## config.mk

```make
export PLATFORM = sky130hd
export DESIGN_NAME = fact_accel_q
export DESIGN_NICKNAME = d
export VERILOG_FILES = /design/src/rtl/fact_accel_pkg.sv /design/src/rtl/sync_fifo.sv /design/src/rtl/fact_accel_q.sv
export SDC_FILE = /design/constraint.sdc
export NUM_CORES = 1
export LEC_CHECK = 0
export CAP_MARGIN = 30
export CORE_MARGIN = 2
export CORE_UTILIZATION = 25
export DETAILED_ROUTE_END_ITERATION = 10
export DONT_BUFFER_PORTS = 1
export SLEW_MARGIN = 20
export SYNTH_ARGS = -nofsm -noshare
export SYNTH_HDL_FRONTEND = slang
export SYNTH_SLANG_ARGS = --single-unit
```

## constraint.sdc

```tcl
create_clock -name clk -period 6 [get_ports clk]
set_input_delay 1.2 -clock clk [delete_from_list [all_inputs] [get_ports clk]]
set_output_delay 1.2 -clock clk [all_outputs]
set_load 0.01 [all_outputs]
```

## src/rtl/fact_accel_pkg.sv

```systemverilog
// Shared constants for the factorial accelerator: register map, CTRL/STATUS bit
// positions and the engine state encoding.
package fact_accel_pkg;

  localparam logic [1:0] A_N      = 2'd0;
  localparam logic [1:0] A_CTRL   = 2'd1;
  localparam logic [1:0] A_STATUS = 2'd2;
  localparam logic [1:0] A_RESULT = 2'd3;

  localparam int unsigned CT_GO       = 0;
  localparam int unsigned CT_CLR_DROP = 1;
  localparam int unsigned CT_FLUSH    = 2;

  localparam int unsigned ST_DONE     = 0;
  localparam int unsigned ST_ERR      = 1;
  localparam int unsigned ST_CMD_FULL = 2;
  localparam int unsigned ST_BUSY     = 3;
  localparam int unsigned ST_DROP     = 4;

  typedef enum logic {S_IDLE, S_MUL} state_e;

endpackage

```

## src/rtl/sync_fifo.sv

```systemverilog
// Single-clock FIFO with show-ahead output and a flush that wins over push/pop.
// Pushes while full and pops while empty are ignored.
module sync_fifo #(
  parameter int unsigned W     = 8,
  parameter int unsigned DEPTH = 4
) (
  input  logic                     clk,
  input  logic                     rst,
  input  logic                     push,
  input  logic                     pop,
  input  logic                     flush,
  input  logic [W-1:0]             din,
  output logic [W-1:0]             dout,
  output logic                     empty,
  output logic                     full,
  output logic [$clog2(DEPTH):0]   count
);

  localparam int unsigned AW = (DEPTH > 1) ? $clog2(DEPTH) : 1;
  localparam int unsigned CW = $clog2(DEPTH) + 1;

  logic [W-1:0]  mem_q [DEPTH];
  logic [AW-1:0] wr_ptr_q, rd_ptr_q;
  logic [CW-1:0] count_q;
  logic          do_push_c, do_pop_c;

  assign empty     = (count_q == '0);
  assign full      = (count_q == CW'(DEPTH));
  assign count     = count_q;
  assign dout      = mem_q[rd_ptr_q];
  assign do_push_c = push && !full;
  assign do_pop_c  = pop && !empty;

  // Pointers wrap naturally because DEPTH is a power of two.
  always_ff @(posedge clk or negedge rst) begin
    if (!rst) begin
      wr_ptr_q <= '0;
      rd_ptr_q <= '0;
      count_q  <= '0;
    end else if (flush) begin
      wr_ptr_q <= '0;
      rd_ptr_q <= '0;
      count_q  <= '0;
    end else begin
      if (do_push_c) wr_ptr_q <= wr_ptr_q + AW'(1);
      if (do_pop_c)  rd_ptr_q <= rd_ptr_q + AW'(1);
      case ({do_push_c, do_pop_c})
        2'b10:   count_q <= count_q + CW'(1);
        2'b01:   count_q <= count_q - CW'(1);
        default: count_q <= count_q;
      endcase
    end
  end

  always_ff @(posedge clk) begin
    if (do_push_c && !flush) mem_q[wr_ptr_q] <= din;
  end

endmodule

```

## src/rtl/fact_accel_q.sv

```systemverilog
// Memory-mapped factorial accelerator: command FIFO of N operands feeds an
// iterative multiply engine that posts {ovf, N!} into a result FIFO.
module fact_accel_q
  import fact_accel_pkg::*;
#(
  parameter int unsigned WIDTH = 32,
  parameter int unsigned N_W   = 4,
  parameter int unsigned DEPTH = 4
) (
  input  logic        clk,
  input  logic        rst,
  input  logic        we,
  input  logic        re,
  input  logic [1:0]  a,
  input  logic [31:0] wd,
  output logic [31:0] rd
);

  localparam int unsigned RW = WIDTH + 1;
  localparam int unsigned PW = 2 * WIDTH;
  localparam int unsigned CW = $clog2(DEPTH) + 1;

  state_e         state_q, state_d;
  logic [WIDTH-1:0] acc_q, acc_d;
  logic [N_W-1:0] cnt_q, cnt_d;
  logic           ovf_q, ovf_d;
  logic           go_q, drop_q;

  logic           wr_n_c, wr_ctrl_c, flush_c, rd_res_c;
  logic           cmd_pop_c, res_push_c;
  logic [RW-1:0]  res_din_c;
  logic [PW-1:0]  prod_c;
  logic [31:0]    status_c;

  logic [N_W-1:0] cmd_dout;
  logic           cmd_empty, cmd_full;
  logic [CW-1:0]  cmd_count;
  logic [RW-1:0]  res_dout;
  logic           res_empty, res_full;
  logic [CW-1:0]  unused_res_count;
  logic           unused_wd_c;

  assign wr_n_c      = we && (a == A_N);
  assign wr_ctrl_c   = we && (a == A_CTRL);
  assign flush_c     = wr_ctrl_c && wd[CT_FLUSH];
  assign rd_res_c    = re && (a == A_RESULT);
  assign unused_wd_c = ^wd;

  sync_fifo #(.W(N_W), .DEPTH(DEPTH)) u_cmd_fifo (
    .clk   (clk),
    .rst   (rst),
    .push  (wr_n_c),
    .pop   (cmd_pop_c),
    .flush (flush_c),
    .din   (wd[N_W-1:0]),
    .dout  (cmd_dout),
    .empty (cmd_empty),
    .full  (cmd_full),
    .count (cmd_count)
  );

  sync_fifo #(.W(RW), .DEPTH(DEPTH)) u_res_fifo (
    .clk   (clk),
    .rst   (rst),
    .push  (res_push_c),
    .pop   (rd_res_c),
    .flush (flush_c),
    .din   (res_din_c),
    .dout  (res_dout),
    .empty (res_empty),
    .full  (res_full),
    .count (unused_res_count)
  );

  // Control register: go level, sticky drop flag.
  always_ff @(posedge clk or negedge rst) begin
    if (!rst) begin
      go_q   <= 1'b0;
      drop_q <= 1'b0;
    end else begin
      if (wr_ctrl_c) go_q <= wd[CT_GO];
      if (wr_n_c && cmd_full)                    drop_q <= 1'b1;
      else if (wr_ctrl_c && wd[CT_CLR_DROP])     drop_q <= 1'b0;
    end
  end

  always_ff @(posedge clk or negedge rst) begin
    if (!rst) begin
      state_q <= S_IDLE;
      acc_q   <= '0;
      cnt_q   <= '0;
      ovf_q   <= 1'b0;
    end else begin
      state_q <= state_d;
      acc_q   <= acc_d;
      cnt_q   <= cnt_d;
      ovf_q   <= ovf_d;
    end
  end

  // Engine next-state; a flush overrides everything and parks in IDLE.
  always_comb begin
    state_d    = state_q;
    acc_d      = acc_q;
    cnt_d      = cnt_q;
    ovf_d      = ovf_q;
    cmd_pop_c  = 1'b0;
    res_push_c = 1'b0;
    prod_c     = PW'(acc_q) * PW'(cnt_q);
    res_din_c  = {ovf_q, (ovf_q ? {WIDTH{1'b1}} : acc_q)};
    unique case (state_q)
      S_IDLE: begin
        if (go_q && !cmd_empty && !res_full) begin
          cmd_pop_c = 1'b1;
          acc_d     = WIDTH'(1);
          cnt_d     = cmd_dout;
          ovf_d     = 1'b0;
          state_d   = S_MUL;
        end
      end
      S_MUL: begin
        if (cnt_q <= N_W'(1)) begin
          res_push_c = 1'b1;
          state_d    = S_IDLE;
        end else begin
          acc_d = prod_c[WIDTH-1:0];
          ovf_d = ovf_q | (|prod_c[PW-1:WIDTH]);
          cnt_d = cnt_q - N_W'(1);
        end
      end
      default: state_d = S_IDLE;
    endcase
    if (flush_c) begin
      state_d    = S_IDLE;
      cmd_pop_c  = 1'b0;
      res_push_c = 1'b0;
    end
  end

  always_comb begin
    status_c              = '0;
    status_c[ST_DONE]     = !res_empty;
    status_c[ST_ERR]      = !res_empty && res_dout[WIDTH];
    status_c[ST_CMD_FULL] = cmd_full;
    status_c[ST_BUSY]     = (state_q != S_IDLE);
    status_c[ST_DROP]     = drop_q;
  end

  always_comb begin
    rd = '0;
    unique case (a)
      A_N:      rd = 32'(cmd_count);
      A_CTRL:   rd = {31'b0, go_q};
      A_STATUS: rd = status_c;
      A_RESULT: rd = res_empty ? 32'h0 : 32'(res_dout[WIDTH-1:0]);
      default:  rd = '0;
    endcase
  end

endmodule

```

* After elaboration in Yosys (flattened, before gate mapping) *
Memory sizes are Yosys's and may differ from the RTL's.
Cells that the tools add are included.
Widths: inputs -> output; s select.

storage, ports and cells
  output and inout port bits = 32
  word-level logic and storage cells = 109
  memories kept = 2
  flip-flop bits (word level) = 54
  RAM bits = 148

memory list
  memory            words  width  read ports  clocked after Yosys merged registers in  wr ports  line             RTL
  u_res_fifo.mem_q  4      33     1           0                                        1         sync_fifo.sv:22  logic [W-1:0] mem_q [DEPTH];
  u_cmd_fifo.mem_q  4      4      1           0                                        1         sync_fifo.sv:22

operators by class
  add/sub/neg operators = 9
  reduce and logical (&&, ||, !) cells = 32
  equal/unequal tests = 11
  magnitude comparators = 1
  bitwise gates (word level) = 2
  multiplexer cells = 39
  multiply operators = 1

operator list
  cell                 number
  $mux 32              4
  $pmux 32 s4          1
  $pmux 32 s2          1
  $mul 32x4->36        1
  $mux 1               16
  $mux 2               8
  $logic_and 1x1->1    15
  $pmux 3 s2           2
  $reduce_bool 2->1    5
  $add 2x1->2 const B  4
  $eq 2x2->1 const B   4
  $mux 4               2
  $pmux 4 s2           1
  $add 3x1->3 const B  2
  $eq 2x1->1 const B   3
  $eq 3x3->1 const B   2
  $logic_not 3->1      2
  $mux 3               2
  $reduce_bool 3->1    2
  $sub 3x1->3 const B  2
  $logic_not 1->1      5
  $le 4x1->1 const B   1
  $ne 2x2->1 const B   2
  $pmux 1 s2           2
  other kinds (6)      6

* Logic depth before layout (Yosys ltp) *
Gate-level depths: netlist of run 1.

  depth after elaboration = 11
  depth in mapped cells = 17
  depth with buffers taken out = 15

* Hierarchy *
A second synthesis of run 1 with hierarchy kept.

unflattened totals
  cell total of the unflattened synthesis = 1123
  area, all modules = 12759.7 um^2

modules (own cells, without submodules)
  module                  area an instance (um^2)  cells an instance  instances  seq. area each (um^2)
  fact_accel_q            6321.1                   801                1          1001.0
  sync_fifo (u_res_fifo)  5315.1                   237                1          4139.0
  sync_fifo (u_cmd_fifo)  1123.6                   85                 1          655.6

* Worst setup path before layout of run 1 *
Ideal clock, no wire load.

  path type = flip-flop to flip-flop
  start point = reg cnt_q[2]
  end point = reg ovf_q
  stages on the path, launching flop included = 17
  required time = 5869 ps
  data arrival time = 4111 ps
  clock period less this slack = 4242 ps
  setup slack = 1758 ps
  buffers on the path = 2
  cells stage by stage = dfrtp_1 > clkbuf_1 > clkbuf_1 > nand2_1 > fa_1 > inv_1 > fa_1 > fa_1 > a21o_1 > a221o_1 > a211oi_4 > a31oi_2 > o21ai_2 > o211ai_1 > a21boi_1 > xor2_1 > a31oi_1

between the ends
  cells in the longest elaborated chain, start to end = 5
  elaborated cells on any way between the ends = 8
  those cells by class = mul (1); order compare (1); eq/ne (1); mux (2); bitwise (1); reduce/logical (2)

RTL lines
  what                    line                 RTL
  from (decl)             fact_accel_q.sv:25   logic [N_W-1:0] cnt_q, cnt_d;
  from (signal assigned)  fact_accel_q.sv:96   cnt_q <= cnt_d;
  $mul 32x4->36           fact_accel_q.sv:109  prod_c = PW'(acc_q) * PW'(cnt_q);
  $reduce_or 4->1         fact_accel_q.sv:127  ovf_d = ovf_q | (|prod_c[PW-1:WIDTH]);
  $or 1x1->1              fact_accel_q.sv:127
  $mux 1                  fact_accel_q.sv:122  if (cnt_q <= N_W'(1)) begin
  $pmux 1 s2              fact_accel_q.sv:111  unique case (state_q)
  to (signal assigned)    fact_accel_q.sv:97   ovf_q <= ovf_d;
  to (decl)               fact_accel_q.sv:26   logic ovf_q, ovf_d;

Several ways; a longest one is shown, not always the timed one. The select of a mux whose other input is x is not followed.
A chain may end at the register's enable or synchronous reset.

* Worst setup path after layout of run 1 *
Same ends and word-level chain as after synthesis.

==> results.json, run 1 <==
{
  "place.gp.congestion": 0.847,
  "dr.pass1.iters": 4,
  "cp_cell_sequence": "buf_4 > and2_1 > fa_1 > inv_1 > fa_1 > inv_1 > ha_1 > a21oi_1 > nand2_1 > a221oi_1 > a31o_1 > o31ai_2 > a31oi_1 > nor3_1 > nor4_1 > a31oi_1",
  "cpPeakStageDelay_ns": 0.67,
  "worstReg2RegEnd": "ovf_q$_DFFE_PN0P_",
  "startpoint": "cnt_q[2]$_DFFE_PN0P_",
  "grt_pass1_vias": 8070,
  "crit_cells": 16,
  "path_clk_slew_ns": 0.07,
  "clock_skew_ns": 0.0143,
  "synth_ff_type": "edfxtp_1",
  "multi_input_area_mm2": 0.00595,
  "gr-total-overflow": 0,
  "area_delta_synth_final_pct": 11.6,
  "path_class": "reg -> reg",
  "wl_um": 26000,
  "crit_required_ns": 6.39,
  "path_buf_inv": 3,
  "hold_viol": 0,
  "post_drt_wl_per_cell_um": 14.9,
  "min_period_over_period_pct": 81.3,
  "cts_buffer_depth": 3,
  "cts_tree": "built",
  "layout_commonest_cell": "edfxtp_1",
  "row_count": 81,
  "r2r.worst_path.cells": 16,
  "final_layout_size_suffix_gt1_share_pct": 12.2,
  "antenna_cells": 0,
  "die_area_mm2": 0.0513,
  "drt_iter0_drc": 394,
  "setup_viol": 0,
  "finalCriticalPeriod_ns": 4.88,
  "syn-cell-area_mm2": 0.0124,
  "htreeDepth": 1,
  "rsz0062_at_grt": "no",
  "status": "finished, final reports clean",
  "postRouteAntennaNets": 0,
  "syn_avg_cell_area_um2": 11.6,
  "coreArea_mm2": 0.0490,
  "drc_errors": 0,
  "groute.usage.overall_pct": 10.5,
  "final_util_pct": 28.2,
  "async_reset_ff_share_pct": 26.7,
  "via_per_inst": 4.42,
  "nets": 1214,
  "seq_area_mm2": 0.00580,
  "start_util_pct": 25.3,
  "end_kind": "flop",
  "cts_made_buffers": 20,
  "die_x_um": 227,
  "timing.rr.start": "cnt_q[2]$_DFFE_PN0P_",
  "worst_slew_pin_slew_ns": 0.971,
  "crit_path_top_delay_cell": "dfrtp_1",
  "clockRootBuffer": "clkbuf_16",
  "mostFrequentLayoutCells": "edfxtp_1 (148), and2_1 (131), inv_1 (127), nand2_1 (94), fa_1 (62)",
  "grt_start_max_net_pins": 55,
  "clock_latency_ns": 0.51,
  "critPathTopFamily": "compound AO/OA/AOI/OAI gates",
  "dp_hpwl_um": 17700,
  "crit_path_start_kind": "flop",
  "synthCells": 1071,
  "cts_setup_buffers": 0,
  "slew_viol_final": 0,
  "synth-seq-area-share_pct": 46.8,
  "synth-seq-cells": 202,
  "ios": 70,
  "port_buffers": 0,
  "setup_slack_ns": 1.12,
  "preCtsSetupSlack_ns": 1.16,
  "ys_warn_count": 0,
  "chipHeight_um": 227,
  "hold_path.class": "in -> async",
  "fin_tns_setup_ns": 0,
  "ys_types": 57,
  "cts_resized": 0,
  "fillers": 4990,
  "critPathMaxFanout": 19,
  "num_vias": 7693,
  "drv_cap": 0,
  "grt_pass1_wl_um": 43300,
  "grt_antenna_before_repair": 0,
  "slew_headroom_pct": 35.3,
  "ff2ff_setup_slack_ns": 1.12,
  "hold_buffers": 0,
  "fmax_ghz": 0.205,
  "synth.net_count": 1221,
  "crit_arrival_ns": 5.26,
  "synth-edff-count": 148,
  "crit_end": "ovf_q$_DFFE_PN0P_",
  "cts.sinks": 202
}
==> synthesized netlist by cell type, drive strengths merged (2+ instances only) <==
library cell,n,area (um^2)
nor2,38,143
or2,33,206
fa,62,1240
a31oi,7,50.1
a211o,2,17.5
a221oi,3,26.3
mux2,2,22.5
a32o,5,50.1
and3,9,56.3
clkbuf,39,146
a31o,2,17.5
nor4,2,12.5
nand4,3,18.8
and2,131,820
nand3,33,165
mux4,38,856
o21bai,6,45.0
ha,50,626
a21o,11,82.6
edfxtp,148,4440
o21ai,50,258
inv,127,477
o211ai,7,62.6
nor3,9,45.0
nand2b,5,31.3
a21boi,3,22.5
buf,5,18.8
xnor2,15,131
mux2i,2,20.0
xor2,16,140
a211oi,7,65.1
nor2b,2,12.5
o31ai,4,40.0
nand2,94,353
dfrtp,54,1350
or3,4,25.0
nor3b,4,30.0
a21oi,28,140
==> through the flow <==
stage,std cells,cell area (um^2),hold slack (ns)
after global routing,1742,13800,0.364
after floorplan,1071,12400,0.450
after detailed placement,1706,13200,0.505
after global placement,1706,13200,0.480
final,1742,13800,0.379
after CTS,1742,13800,0.358
==> layer usage <==
| metal | share of wire [%] | GRT usage [%] | up-vias |
|---|---|---|---|
| met5 | 0 | 0 | - |
| met4 | 2.2 | 3.18 | 0 |
| met2 | 52 | 19.3 | 103 |
| li1 | - | - | 3655 |
| met1 | 43 | 12.9 | 3902 |
| met3 | 2.6 | 0.842 | 33 |
==> cells by family after synthesis <==
| kind of cell | count (synthesis) | synth area share [%] |
|---|---|---|
| AOI/OAI and AO/OA | 143 | 7.74 |
| xor gates and xnor gates | 31 | 2.19 |
| adders and majority gates | 112 | 15.1 |
| buffers and inverters | 171 | 5.18 |
| DFF | 202 | 46.8 |
| muxes | 42 | 7.25 |
| and+or+nand+nor | 370 | 15.8 |
==> layout make-up <==
cell class	instances	share of cell area, %
Tap cell	664	6.01
Timing Repair Buffer	15	0.815
Multi-Input combinational cell	698	43.0
Clock inverter	10	0.779
Sequential cell	202	42.0
Inverter	127	3.45
Clock buffer	26	3.94
==> how the worst min path moves through the flow <==
stage / end / cells after the start / startpoint
finish: acc_q[29]$_DFFE_PN0P_ / 0 / rst
floorplan: u_res_fifo.count[2]$_DFFE_PN0P_ / 1 / u_res_fifo.count[2]$_DFFE_PN0P_
global route: acc_q[29]$_DFFE_PN0P_ / 0 / rst
detailed placement: drop_q$_DFFE_PN0P_ / 2 / drop_q$_DFFE_PN0P_
CTS: acc_q[29]$_DFFE_PN0P_ / 0 / rst
global placement: u_res_fifo.count[2]$_DFFE_PN0P_ / 1 / u_res_fifo.count[2]$_DFFE_PN0P_
==> flip-flops by register name (all words and copies together) (netlist names) <==
| signal | cells |
|---|---|
| cnt_q | 4 |
| ovf_q | 1 |
| u_res_fifo.mem_q | 132 |
| u_res_fifo.rd_ptr_q | 2 |
| u_cmd_fifo.rd_ptr_q | 2 |
| acc_q | 32 |
| u_res_fifo.count | 3 |
| u_cmd_fifo.wr_ptr_q | 2 |
| drop_q | 1 |
| u_cmd_fifo.count | 3 |
| u_res_fifo.wr_ptr_q | 2 |
| state_q | 1 |
| u_cmd_fifo.mem_q | 16 |
| go_q | 1 |
==> worst register-to-register path: cells and delay by family, from the launching register on <==
kind / cells / cell delay [ns]
AOI/OAI and AO/OA: 6 / 1.61
adders and majority gates: 3 / 1.40
buffers and inverters: 3 / 0.45
DFF: 1 / 0.67
and+or+nand+nor: 4 / 0.63
Power of run 1 is not shown: default switching activity piles up to over one toggle a cycle in this logic, so the estimate is an artifact.
==> run 2, diff against run 1 <==
==> constraint.sdc (replaced) <==
create_clock -name clk -period 4.3 [get_ports clk]
set_input_delay 0.86 -clock clk [delete_from_list [all_inputs] [get_ports clk]]
set_output_delay 0.86 -clock clk [all_outputs]
set_load 0.01 [all_outputs]
==> run 2 against run 1 <==
  * Global-route usage increased by 0.27 points
  * Via count rose by 4.1%
  * Sequential share of layout area decreased by 2.5 points
  * First-iteration DRC count decreased by 1.8%
  * Fmax up 15%
  * Cell count is 3.7% higher
  * Setup slack got worse by 1.1 ns
  * Non-clock buffer count up 62
  * Die area stayed put
  * Critical path depth increased by 1
  * Critical path type unchanged
  * Clock skew is 0.015 ns higher
  * Register-to-register slack got worse by 1.1 ns
==> results.json, run 2 (synthesis gave the netlist of run 1 again) <==
{
  "status": "finished, final reports clean",
  "via_per_inst": 4.43,
  "largest-register": "u_res_fifo.mem_q",
  "nets": 1277,
  "clock_latency_ns": 0.53,
  "rsz0062_at_grt": "yes",
  "path_clk_slew_ns": 0.07,
  "seq_area_mm2": 0.00580,
  "reg.largest.list": "u_res_fifo.mem_q (132), acc_q (32), u_cmd_fifo.mem_q (16)",
  "coreArea_mm2": 0.0490,
  "antenna_cells": 0,
  "crit_required_ns": 4.67,
  "drt_iter0_drc": 387,
  "hold_path.class": "in -> async",
  "dp_hpwl_um": 18600,
  "final_layout_size_suffix_gt1_share_pct": 22.2,
  "dr.pass1.iters": 7,
  "crit_path_start_kind": "flop",
  "area_delta_synth_final_pct": 18.7,
  "cts_buffer_depth": 3,
  "crit_arrival_ns": 4.60,
  "start_util_pct": 25.3,
  "hold_viol": 0,
  "fillers": 4914,
  "clockRootBuffer": "clkbuf_16",
  "place_inst": 1742,
  "grt_pass1_vias": 8431,
  "finalCriticalPeriod_ns": 4.23,
  "htreeDepth": 1,
  "ios": 70,
  "grt_antenna_before_repair": 0,
  "num_vias": 8005,
  "post_drt_wl_per_cell_um": 15.3,
  "drv_cap": 0,
  "timing.rr.start": "cnt_q[3]$_DFFE_PN0P_",
  "end_kind": "flop",
  "chipHeight_um": 227,
  "hold_ws_ns": 0.0277,
  "worstReg2RegEnd": "ovf_q$_DFFE_PN0P_",
  "layout_commonest_cell": "edfxtp_1",
  "wl_um": 27700,
  "multi_input_area_mm2": 0.00627,
  "slew_viol_final": 0,
  "crit_end": "ovf_q$_DFFE_PN0P_",
  "path_class": "reg -> reg",
  "critPathMaxFanout": 5,
  "r2r.worst_path.cells": 17,
  "place.gp.congestion": 0.813,
  "mostFrequentLayoutCells": "edfxtp_1 (148), and2_1 (124), inv_1 (115), nand2_1 (92), buf_4 (68)",
  "fmax_ghz": 0.236,
  "postRouteAntennaNets": 0,
  "final_util_pct": 30.0,
  "drc_errors": 0,
  "gr-total-overflow": 0,
  "fin_cells": 1806,
  "min_period_over_period_pct": 98.4,
  "grt_pass1_wl_um": 44300,
  "die_area_mm2": 0.0513,
  "worst_slew_pin_slew_ns": 0.808,
  "row_count": 81,
  "port_buffers": 0,
  "grt_start_max_net_pins": 55,
  "startpoint": "cnt_q[3]$_DFFE_PN0P_",
  "largest_reg_flops": 132,
  "setup_viol": 0,
  "cts.sinks": 202,
  "clock_skew_ns": 0.0294,
  "cts_tree": "built",
  "groute.usage.overall_pct": 10.7,
  "cts_made_buffers": 21,
  "ff2ff_setup_slack_ns": 0.07,
  "die_x_um": 227,
  "slew_headroom_pct": 46.0
}
run 2: cell types whose count changed in the layout (fill, tap and decap cells not counted), sizes merged:
| cell | previous run | this run |
|---|---|---|
| buf | 15 | 75 |
| bufinv | 2 | 0 |
| clkinv | 6 | 9 |
| clkbuf | 26 | 28 |
| inv | 128 | 129 |
run 2: cell type report:
cell class,count,area share [%]
Multi-Input combinational cell,698,42.7
Sequential cell,202,39.5
Tap cell,664,5.65
Timing Repair Buffer,77,4.59
Clock buffer,26,3.91
Inverter,127,3.24
Clock inverter,12,0.494
run 2: routing by layer:
layer  vias up  global-route usage (%)  routed length (um)
met5         -                       0                   0
met4         0                    3.27                 686
met3        40                   0.998                 882
met2       119                    19.9               14500
met1      4062                    13.1               11700
li1       3784                       -                   -
run 2: stage by stage:
step                      TNS [ns]  setup WS (ns)  area [um^2]
after floorplan                  0         0.0584        12400
after global placement     -0.0498        -0.0498        13400
after detailed placement   -0.0650        -0.0587        13400
after CTS                        0        0.00993        14100
after global routing        -0.122        -0.0812        14700
final                            0         0.0681        14700
run 2: worst max-delay path, stage by stage, from the launching register on:
cell and delay [ns]:
dfrtp_2 0.43, buf_12 0.15, and2_4 0.13, fa_1 0.54, inv_1 0.05, fa_1 0.50
inv_2 0.05, ha_4 0.27, o211ai_1 0.13, o211ai_2 0.26, nand4_1 0.20, a31o_2 0.34
o31ai_4 0.26, buf_4 0.16, a31oi_4 0.10, and3_4 0.21, nor4_4 0.21, a31oi_1 0.11
run 2: worst min-delay path by stage:
stage,start,to
floorplan,u_res_fifo.count[2]$_DFFE_PN0P_,u_res_fifo.count[2]$_DFFE_PN0P_
global placement,u_res_fifo.count[2]$_DFFE_PN0P_,u_res_fifo.count[2]$_DFFE_PN0P_
detailed placement,u_res_fifo.count[2]$_DFFE_PN0P_,u_res_fifo.count[2]$_DFFE_PN0P_
CTS,rst,acc_q[28]$_DFFE_PN0P_
global route,rst,acc_q[11]$_DFFE_PN0P_
finish,rst,acc_q[11]$_DFFE_PN0P_
run 2: what timing repair did:
| action | 4_1_cts | 5_1_grt |
|---|---|---|
| pin swaps | 3 | 43 |
| endpoints found under the setup margin | 3 | 10 |
| setup buffers | 1 | 22 |
| hold buffers | 0 | 0 |
| gates resized for setup | 6 | 73 |
| gates cloned | 0 | 3 |
Power of run 2 is left out for the same reason.
==> run 3, diff against run 2 <==
--- a/config.mk
+++ b/config.mk
@@ -8,6 +8,7 @@
 export CAP_MARGIN = 30
 export CORE_MARGIN = 2
 export CORE_UTILIZATION = 25
+export CTS_BUF_LIST = sky130_fd_sc_hd__clkbuf_4
 export DETAILED_ROUTE_END_ITERATION = 10
 export DONT_BUFFER_PORTS = 1
 export SLEW_MARGIN = 20
==> run 3 against run 2 <==
  * Global-route usage up 0.13 points
  * Die area unchanged
  * Sequential share of layout area up 0.17 points
  * Critical path type unchanged
==> results.json, run 3 (synthesis gave the netlist of run 1 again) <==
{
  "groute.usage.overall_pct": 10.9,
  "nets": 1302,
  "holdPathStages": 0,
  "slew_headroom_pct": 45.1,
  "die_area_mm2": 0.0513,
  "wl_um": 27700,
  "place_inst": 1742,
  "fin_cells": 1855,
  "chipHeight_um": 227,
  "worstReg2RegEnd": "acc_q[29]$_DFFE_PN0P_",
  "timing.rr.start": "cnt_q[2]$_DFFE_PN0P_",
  "row_count": 81,
  "grt_pass1_wl_um": 44600,
  "via_per_inst": 4.41,
  "setup_viol": 0,
  "num_vias": 8182,
  "drv_cap": 0,
  "grt_start_max_net_pins": 55,
  "startpoint": "cnt_q[2]$_DFFE_PN0P_",
  "clockRootBuffer": "clkbuf_4",
  "hold_path.class": "in -> reg",
  "path_class": "reg -> reg",
  "grt_pass1_vias": 8629,
  "clock_latency_ns": 0.71,
  "cts_made_buffers": 49,
  "crit_arrival_ns": 4.82,
  "layout_commonest_cell": "edfxtp_1",
  "ios": 70,
  "path_clk_slew_ns": 0.07,
  "postRouteAntennaNets": 0,
  "status": "finished, final reports clean",
  "start_util_pct": 25.3,
  "fillers": 4955,
  "mostFrequentLayoutCells": "edfxtp_1 (148), and2_1 (126), inv_1 (121), nand2_1 (92), clkbuf_4 (75)",
  "htreeDepth": 2,
  "hold_viol": 0,
  "die_x_um": 227,
  "cts.sinks": 202,
  "dr.pass1.iters": 5,
  "ff2ff_setup_slack_ns": 0.1,
  "clock_skew_ns": 0.0547,
  "port_buffers": 0,
  "gr-total-overflow": 0,
  "grt_antenna_before_repair": 2,
  "min_period_over_period_pct": 97.7,
  "cts_buffer_depth": 3,
  "crit_end": "acc_q[29]$_DFFE_PN0P_",
  "largest-register": "u_res_fifo.mem_q",
  "crit_path_start_kind": "flop",
  "fin_tns_setup_ns": 0,
  "fmax_ghz": 0.238,
  "critPathMaxFanout": 7,
  "hold_ws_ns": 0.289,
  "dp_hpwl_um": 18600,
  "slew_viol_final": 0,
  "end_kind": "flop",
  "crit_required_ns": 4.91,
  "drt_iter0_drc": 300,
  "area_delta_synth_final_pct": 18.2,
  "coreArea_mm2": 0.0490,
  "dpl_cell_area_mm2": 0.0134,
  "worst_slew_pin_slew_ns": 0.821,
  "place.gp.congestion": 0.813,
  "drc_errors": 0,
  "rsz0062_at_grt": "yes",
  "cts_tree": "built",
  "r2r.worst_path.cells": 18,
  "post_drt_wl_per_cell_um": 14.9,
  "finalCriticalPeriod_ns": 4.20,
  "reg.largest.list": "u_res_fifo.mem_q (132), acc_q (32), u_cmd_fifo.mem_q (16)",
  "final_layout_size_suffix_gt1_share_pct": 24.9,
  "finalInstanceArea_mm2": 0.0146,
  "largest_reg_flops": 132
}
==> run 3: cell count changes in the layout (fill, tap and decap cells not counted), sizes merged <==
| cell | before | now |
|---|---|---|
| clkinv | 9 | 12 |
| buf | 75 | 73 |
| diode | 0 | 1 |
| clkbuf | 28 | 75 |
| dlygate4sd3 | 0 | 1 |
| inv | 129 | 128 |
==> run 3: repair_timing <==
action / CTS / global route
pin swaps: 1 / 37
hold buffers: 2 / 0
gates resized for setup: 3 / 70
cloned: 0 / 1
setup endpoints to repair: 4 / 11
buffers inserted: 1 / 20
hold endpoints to repair: 54 / 0
==> run 3: critical path, stage by stage, from the launching register on <==
cell and delay [ns]:
dfrtp_1 0.41, buf_12 0.15, buf_6 0.14, and2_4 0.14, fa_1 0.49, inv_2 0.04
fa_1 0.53, inv_1 0.04, ha_1 0.29, buf_4 0.12, o21ai_0 0.07, nand2b_1 0.13
nand4_1 0.19, a31o_4 0.30, o31ai_4 0.26, a21o_1 0.19, a21oi_2 0.07, or4_1 0.51
nand3_1 0.09
==> run 3: layer usage <==
metal / wire, um / up-vias / share of wire, % / global-route usage, %
li1: - / 3870 / - / -
met1: 11600 / 4129 / 42 / 13.1
met2: 14500 / 142 / 53 / 19.8
met3: 945 / 41 / 3.4 / 1.50
met4: 556 / 0 / 2.0 / 3.67
met5: 0 / - / 0 / 0
==> run 3: cell type report <==
class                   instances  area (um^2)  share of cell area (%)
multi-input cells             698         6270                    42.9
clock inverters                14         61.3                   0.419
inverters                     127          477                    3.26
well taps                     664          831                    5.68
clock buffers                  75          563                    3.85
diodes                          1         2.50                  0.0171
flip-flops and latches        202         5800                    39.6
repair buffers                 74          628                    4.29
==> run 3: stage by stage <==
stage | worst slack, ns | util [%]
floorplan | 0.0584 | -
global placement | -0.0498 | 27.5
detailed placement | -0.0587 | 27.5
CTS | 0.00787 | 28.9
global route | -0.0355 | 29.9
finish | 0.0974 | 29.9
==> run 3: worst min path at each step <==
stage,startpoint,end
floorplan,u_res_fifo.count[2]$_DFFE_PN0P_,u_res_fifo.count[2]$_DFFE_PN0P_
global placement,u_res_fifo.count[2]$_DFFE_PN0P_,u_res_fifo.count[2]$_DFFE_PN0P_
detailed placement,u_res_fifo.count[2]$_DFFE_PN0P_,u_res_fifo.count[2]$_DFFE_PN0P_
CTS,wd[1],u_cmd_fifo.mem_q[2][1]$_DFFE_PP_
global route,wd[1],u_cmd_fifo.mem_q[2][1]$_DFFE_PP_
finish,wd[1],u_cmd_fifo.mem_q[2][1]$_DFFE_PP_
Power of run 3 is left out for the same reason.
